==> config.mk <==
export PLATFORM = sky130hd
export DESIGN_NAME = knn_vote
export DESIGN_NICKNAME = d
export VERILOG_FILES = /design/src/rtl/knn_pkg.sv /design/src/rtl/knn_class_counter.sv /design/src/rtl/knn_vote.sv
export SDC_FILE = /design/constraint.sdc
export NUM_CORES = 1
export LEC_CHECK = 0
export ABC_AREA = 1
export CAP_MARGIN = 20
export CELL_PAD_IN_SITES_DETAIL_PLACEMENT = 0
export CELL_PAD_IN_SITES_GLOBAL_PLACEMENT = 2
export CORE_AREA = 2 2 245 247
export CTS_CLUSTER_DIAMETER = 120
export DETAILED_ROUTE_END_ITERATION = 7
export DIE_AREA = 0 0 247 249
export PLACE_DENSITY_LB_ADDON = 0.05
export SLEW_MARGIN = 20
export SYNTH_ARGS = -nofsm -noshare
export SYNTH_HDL_FRONTEND = slang
export SYNTH_SLANG_ARGS = --single-unit
export TNS_END_PERCENT = 30
==> constraint.sdc <==
create_clock -name clk -period 3.3 [get_ports clk]
set_input_delay 0.495 -clock clk [delete_from_list [all_inputs] [get_ports clk]]
set_output_delay 0.495 -clock clk [all_outputs]
set_load 0.01 [all_outputs]
==> src/rtl/knn_pkg.sv <==
// knn_pkg: FSM state encoding and width helper shared by the KNN blocks
package knn_pkg;
  typedef enum logic [1:0] {IDLE, COUNT, SELECT, DONE} state_t;
  function automatic int clog2(input int v);
    int r = 0;
    while ((1 << r) < v) r++;
    return r;
  endfunction
endpackage

==> src/rtl/knn_class_counter.sv <==
// knn_class_counter: per-class vote counters with a serial argmax scan
module knn_class_counter
  import knn_pkg::*;
#(
  parameter int TYPE_W = 3,
  parameter int K = 5
) (
  input  logic                    clk,
  input  logic                    rst,
  input  logic                    clr,
  input  logic                    inc,
  input  logic [TYPE_W-1:0]       inc_type,
  input  logic                    sel,
  input  logic [TYPE_W-1:0]       sel_class,
  output logic [TYPE_W-1:0]       res_class,
  output logic [clog2(K+1)-1:0]   res_votes
);
  localparam int CW = clog2(K + 1);
  logic [CW-1:0] cnt [1 << TYPE_W];
  logic [CW-1:0] best_votes;
  logic [TYPE_W-1:0] best_class;
  logic upd;
  // res_* already include the class being scanned, so the caller can latch the winner on the last scan cycle
  assign upd = sel && (cnt[sel_class] > best_votes);
  assign res_class = upd ? sel_class : best_class;
  assign res_votes = upd ? cnt[sel_class] : best_votes;
  always_ff @(posedge clk) begin
    if (rst || clr) begin
      for (int c = 0; c < (1 << TYPE_W); c++) cnt[c] <= '0;
      best_class <= '0;
      best_votes <= '0;
    end else begin
      if (inc) cnt[inc_type] <= cnt[inc_type] + CW'(1);
      if (upd) begin
        best_class <= sel_class;
        best_votes <= cnt[sel_class];
      end
    end
  end
endmodule

==> src/rtl/knn_vote.sv <==
// knn_vote: majority vote over the K nearest entries of a sorted distance array
module knn_vote
  import knn_pkg::*;
#(
  parameter int L = 5,
  parameter int W = 16,
  parameter int TYPE_W = 3,
  parameter int K = 5
) (
  input  logic                        clk,
  input  logic                        rst,
  input  logic                        in_valid,
  input  logic [W*(1<<L)-1:0]         in,
  input  logic [TYPE_W*(1<<L)-1:0]    in_type,
  output logic                        in_ready,
  output logic [TYPE_W-1:0]           out_class,
  output logic [clog2(K+1)-1:0]       out_votes,
  output logic [W-1:0]                out_kdist,
  output logic                        out_valid,
  output logic                        drop
);
  localparam int CW = clog2(K + 1);
  if (K < 1 || K > (1 << L)) begin : g_bad_k
    $error("knn_vote: K must satisfy 1 <= K <= 2**L");
  end
  state_t state;
  logic [W-1:0] dist_q [K];
  logic [TYPE_W-1:0] type_q [K];
  logic [CW-1:0] idx;
  logic [TYPE_W-1:0] cls;
  logic [TYPE_W-1:0] res_class;
  logic [CW-1:0] res_votes;
  logic unused_far;
  // entries K..N-1 are intentionally ignored
  assign unused_far = ^{in, in_type};
  assign in_ready = state == IDLE;
  knn_class_counter #(.TYPE_W(TYPE_W), .K(K)) u_cnt (
    .clk(clk),
    .rst(rst),
    .clr(state == IDLE && in_valid),
    .inc(state == COUNT),
    .inc_type(type_q[idx]),
    .sel(state == SELECT),
    .sel_class(cls),
    .res_class(res_class),
    .res_votes(res_votes)
  );
  always_ff @(posedge clk) begin
    if (rst) begin
      state <= IDLE;
      out_valid <= 1'b0;
      drop <= 1'b0;
      out_class <= '0;
      out_votes <= '0;
      out_kdist <= '0;
      idx <= '0;
      cls <= '0;
    end else begin
      drop <= in_valid && state != IDLE;
      out_valid <= 1'b0;
      case (state)
        IDLE: if (in_valid) begin
          for (int i = 0; i < K; i++) begin
            dist_q[i] <= in[W*i +: W];
            type_q[i] <= in_type[TYPE_W*i +: TYPE_W];
          end
          idx <= '0;
          state <= COUNT;
        end
        COUNT: begin
          idx <= idx + CW'(1);
          cls <= '0;
          if (idx == CW'(K - 1)) state <= SELECT;
        end
        SELECT: begin
          cls <= cls + TYPE_W'(1);
          if (&cls) begin
            out_class <= res_class;
            out_votes <= res_votes;
            out_kdist <= dist_q[K-1];
            out_valid <= 1'b1;
            state <= DONE;
          end
        end
        DONE: state <= IDLE;
      endcase
    end
  end
endmodule

### After elaboration in Yosys (flattened, before gate mapping)

Memory sizes are Yosys's and may differ from the RTL's. A register that Yosys moved wholly into a read port is not among the register bits.
Index checks and enable logic that the tools add are counted.

* register bits: 22
* input bits: 611
* memories: 3
* logic and storage cells: 64
* RAM bits: 119
* output and inout port bits: 25

* add/sub/neg operators: 3
* reduce and logical (&&, ||, !) cells: 14
* multiplexer cells: 26
* magnitude comparators: 1
* equality and inequality tests: 7
* bitwise operators: 1

Memories
* dist_q: depth 5, bits a word 16, read ports 1, clocked after Yosys merged registers in 1, wr ports 5, RTL line knn_vote.sv:27 `logic [W-1:0] dist_q [K];`
* u_cnt.cnt: depth 8, bits a word 3, read ports 2, clocked after Yosys merged registers in 1, wr ports 8, RTL line knn_class_counter.sv:19 `logic [CW-1:0] cnt [1 << TYPE_W];`
* type_q: depth 5, bits a word 3, read ports 1, clocked after Yosys merged registers in 1, wr ports 5, RTL line knn_vote.sv:28 `logic [TYPE_W-1:0] type_q [K];`

Operators by type and width (count)
* 2-to-1 mux 3 bit: 9
* case mux 3 bit (2 select lines): 2
* 2-to-1 mux 1 bit: 11
* adder 3 x 1 -> 3 bit, second input constant: 3
* case mux 2 bit (4 select lines): 1
* 2-to-1 mux 2 bit: 3
* inequality test 2 bit, second input constant: 3
* AND reduction 3 bit: 2
* nonzero test 2 bit: 3
* == test 2 bit, second input constant: 2
* AND reduction 4 bit: 1
* == test 3 bit, second input constant: 1
* > comparator 3 bit: 1
* logical AND 1 bit: 3
* OR reduction 3 bit: 1
* == test 2 x 1 -> 1 bit, second input constant: 1
* zero test 2 bit: 1
* AND reduction 2 bit: 1
* OR reduction 2 bit: 1
* logical OR 1 bit: 1
* inverter 1 bit: 1

### Longest topological paths before layout

* depth after elaboration: 7
* mapped depth: 17
* gate-level depth less buffers: 17

### Cells and area by module

A second synthesis with hierarchy kept.

* cells, all modules: 492
* area, all modules: 4433.0 sq um

Modules (own cells, without submodules)
* knn_vote: area an instance 2513.7 sq um, times used 1, cells each 244, seq. area each 1631.6 sq um
* knn_class_counter: area an instance 1919.3 sq um, times used 1, cells each 248, seq. area each 840.8 sq um

### Worst setup path before layout

Ideal clock, no wire load.

* path kind: register to register
* start point: register state[0]
* end point: memory dist_q[4][0] (enable)
* buffers on the path: 0
* period minus slack after synthesis: 2510 ps
* slack: 790 ps
* data required time: 2881 ps
* library setup time: 419 ps
* stages on the path, launching flop included: 5
* data arrival time: 2091 ps
* path through: dfxtp_1 inv_1 ha_1 nand2_1 nor2_1

RTL lines
* from (decl): RTL line knn_vote.sv:26 `state_t state;`
* from (signal assigned): RTL line knn_vote.sv:50 `state <= IDLE;`
* from (signal assigned): RTL line knn_vote.sv:68 `state <= COUNT;`
* from (signal assigned): RTL line knn_vote.sv:73 `if (idx == CW'(K - 1)) state <= SELECT;`
* to (decl): RTL line knn_vote.sv:27

==> summary.txt <==
Finish
  • Most common cell after layout, fill and taps aside: sky130_fd_sc_hd__nand2_1
  • Commonest cells after routing, fill and taps aside: sky130_fd_sc_hd__nand2_1 (95), sky130_fd_sc_hd__inv_1 (72), sky130_fd_sc_hd__clkdlybuf4s50_1 (58)
  • Fin cells: ~1300
  • Fraction of layout instances using a drive strength above 1: 0.120
  • Post-Route Utilization: 0.107
  • Nets@finish: between 1000 and 1500
  • Relative area change from synthesis to final layout: 45.0%

Global routing
  • Global router's overall resource usage: 0.0619
  • Largest net degree at the start of global routing: 45
  • Vias in the first global route: ~3600
  • Wire length of the first global-routing pass: approximately 26000 um
  • Global-route congestion overflow total: 0
  • Initial antenna violation count: 3

Die
  • Placeable Area: 0.0587 sq mm
  • Die Footprint: around 0.062 sq mm
  • Die Height: between 200 and 250 um
  • Io pins: 636
  • Std cell rows: 89
  • Chip Width: roughly 250 um
  • Initial Utilization: 0.0738

Hold path
  • Hold EP: out_kdist[3]
  • Worst Hold Depth: 2
  • HP Class: flip-flop to flip-flop
  • Hold wc startpoint: out_kdist[3]

Logic synthesis
  • Compound-Gate Fraction of Synth Area: 0.124
  • Largest cells by area after synthesis: sky130_fd_sc_hd__edfxtp_1 (38%), sky130_fd_sc_hd__dfxtp_1 (20%), sky130_fd_sc_hd__nand2_1 (8.2%)
  • Yosys warning total: 0
  • Mux cell area share after synthesis: 0
  • Post-synthesis simple-gate area fraction: 0.177
  • Share of synthesized area occupied by flip-flops and latches: 0.585
  • Share of Yosys cell area claimed by the top area cell type: 0.381
  • Yosys reg bits: between 90 and 100
  • Cell type with the highest aggregate area in the netlist: sky130_fd_sc_hd__edfxtp_1
  • Xor and xnor area share after synthesis: 0.00202
  • Cell area after synthesis: roughly 0.0043 sq mm
  • Synth unique cells: 31
  • Largest family of logic cells by synthesized area: simple AND/OR/NAND/NOR gates
  • Mean area per synthesized cell: around 9 sq um
  • Adder-Cell Fraction of Synth Area: 0.0347
  • Syn Inst Count: between 400 and 500
  • Post-synthesis net count: approximately 1100

Route
  • Remaining DRCs: 0
  • Overall routed net length: around 18000 um
  • DR WL/cell: approximately 13 um
  • Via count normalized by instance count: 2.53
  • Pre-Repair DR Iteration Count: 4
  • Number of nets still failing antenna checks after routing: 0
  • First-iteration detailed-routing DRC count: around 150
  • Number of vias in the routed layout: 3355

Setup path
  • Endpoint kind of the worst setup timing path: flip-flop
  • Length in cells of the worst reg-to-reg path: 15
  • Worst reg2reg path endpoint: out_class[0]
  • Arrival time at the worst endpoint: 3120 ps
  • Critical path peak fanout: 7
  • Kind of start point of the critical path: flip-flop
  • Reg-to-reg slack, setup: 460 ps
  • Setup Crit Path Kind: flip-flop to flip-flop
  • Required time at the endpoint of the critical path: roughly 3600 ps

Clock tree
  • Clk_lat worst skew: approximately 380 ps
  • Count of clock tree sinks: between 90 and 100
  • Clock slew seen by the registers of the worst setup and hold paths: 80 ps
  • TritonCTS clock tree: built
  • Clock H-tree levels: 3
  • Clock root buffer master: sky130_fd_sc_hd__clkbuf_16
  • Clock Tree Buf Depth: 2
  • Num CTS Buffers: 9

Power and ir drop
  • Total power after layout: ~4000 uW
  • Cell leakage power: 0.00217 uW
  • Pwr Density: 653 mW/mm^2
  • Worst vdd rail ir drop: between 0.0002 and 0.00025 V

STA
  • Max transition margin: 0.583
  • Period utilization: 0.859
  • Number of failing hold endpoints at the final stage: 0
  • Setup Total Neg Slack: 0 ps
  • RSZ-0062 raised after global routing: no
  • Layout Skew: between 10 and 15 ps
  • Upper clock frequency limit: roughly 0.35 GHz
  • Actual transition at the worst max-transition pin: slightly above 600 ps
  • Final critical-path required period: between 2000 and 3000 ps
  • Final setup fails: 0
  • Final number of max-transition violations: 0

Placed design
  • Routability-driven placement congestion ratio: between 0.6 and 0.7
  • Cell count after placement: roughly 1300
  • Half-perimeter wire length after placement: 13400 um
  • Count of port buffers added during placement: between 50 and 60

Outcome
  • Outcome: completed

Job
  • Number of maximum-capacitance constraint violations: 0
## state kept, by name, summed over array words and instances (netlist names), 3 cells and up, named ones only
name / count
u_cnt.best_votes: 3
dist_q: 16
u_cnt.best_class: 3
u_cnt.cnt: 24
idx: 3
out_kdist: 16
cls: 3
out_class: 3
type_q: 15
out_votes: 3
## worst max path at each step
stage	from	endpoint	slack (ps)	cells past startpoint
4_1_cts	flip-flop	out_votes[2]	160	13
3_3_place_gp	flip-flop	out_class[0]	140	16
2_1_floorplan	state[0]	dist_q[4][0]	790	4
6_report	flip-flop	out_class[0]	460	15
3_5_place_dp	flip-flop	out_class[0]	190	16
5_1_grt	flip-flop	out_class[1]	140	15
## power by group
group | internal, uW | switching, uW
logic | 468 | 960
clock network | 527 | 578
registers | 1480 | 88.8
## synthesized netlist by cell type (all sizes together)
cell,number
nand2,98
inv,75
edfxtp,55
o21ai,45
dfxtp,44
nor2,42
a21oi,40
nand3,22
ha,12
clkbuf,9
or2,6
nor3,4
o211ai,4
o21a,4
a211oi,2
buf,2
clkinv,1
nand4,1
o21bai,1
o22ai,1
o31ai,1
xnor2,1
## cells by family after synthesis
family / Yosys count
AOI/OAI and AO/OA: 98
DFF: 99
buffers and inverters: 87
and+or+nand+nor: 173
xor gates and xnor gates: 1
adders and majority gates: 12
## layout make-up
cell class	count	area, sq um
antenna	1	2.50
clock inverter	7	58.8
fill	6733	52400
inverter	76	285
tap	773	967
multi-input combinational	284	1470
timing repair buffer	77	736
clock buffer	9	225
sequential	99	2530
## repair_timing
| item | in CTS | in global routing |
|---|---|---|
| buffers inserted | 0 | 0 |
| resized for setup | 0 | 1 |
| hold buffers | 0 | 0 |
| endpoints found under the setup margin | 0 | 2 |
## critical path, stage by stage (launching register included)
cell and delay, ps:
sky130_fd_sc_hd__dfxtp_1 400, sky130_fd_sc_hd__buf_12 170, sky130_fd_sc_hd__o21ai_0 350, sky130_fd_sc_hd__nand3_1 160
sky130_fd_sc_hd__o21a_1 190, sky130_fd_sc_hd__ha_1 320, sky130_fd_sc_hd__a21oi_1 140, sky130_fd_sc_hd__o21ai_0 100
sky130_fd_sc_hd__nand3_1 90, sky130_fd_sc_hd__inv_1 140, sky130_fd_sc_hd__or2_2 300, sky130_fd_sc_hd__o21a_1 110
sky130_fd_sc_hd__inv_1 70, sky130_fd_sc_hd__o21ai_0 80, sky130_fd_sc_hd__nand2_1 80, sky130_fd_sc_hd__inv_1 40
## metal layers
metal | up-vias | part of all wire | GRT usage
met5 | - | 0.00039 | 0
met1 | 1578 | 0.47 | 0.0764
li1 | 1694 | - | -
met4 | 2 | 0.015 | 0.0234
met2 | 68 | 0.45 | 0.0944
met3 | 13 | 0.067 | 0.0268
## per-stage QoR
step	area [sq um]	setup WS [ps]	hold slack, ps
finish	6280	464	452
global route	6280	144	474
detailed placement	5990	186	438
global placement	5990	140	436
CTS	6270	164	460
floorplan	4330	790	467
Power figures use the tool's default switching activity.
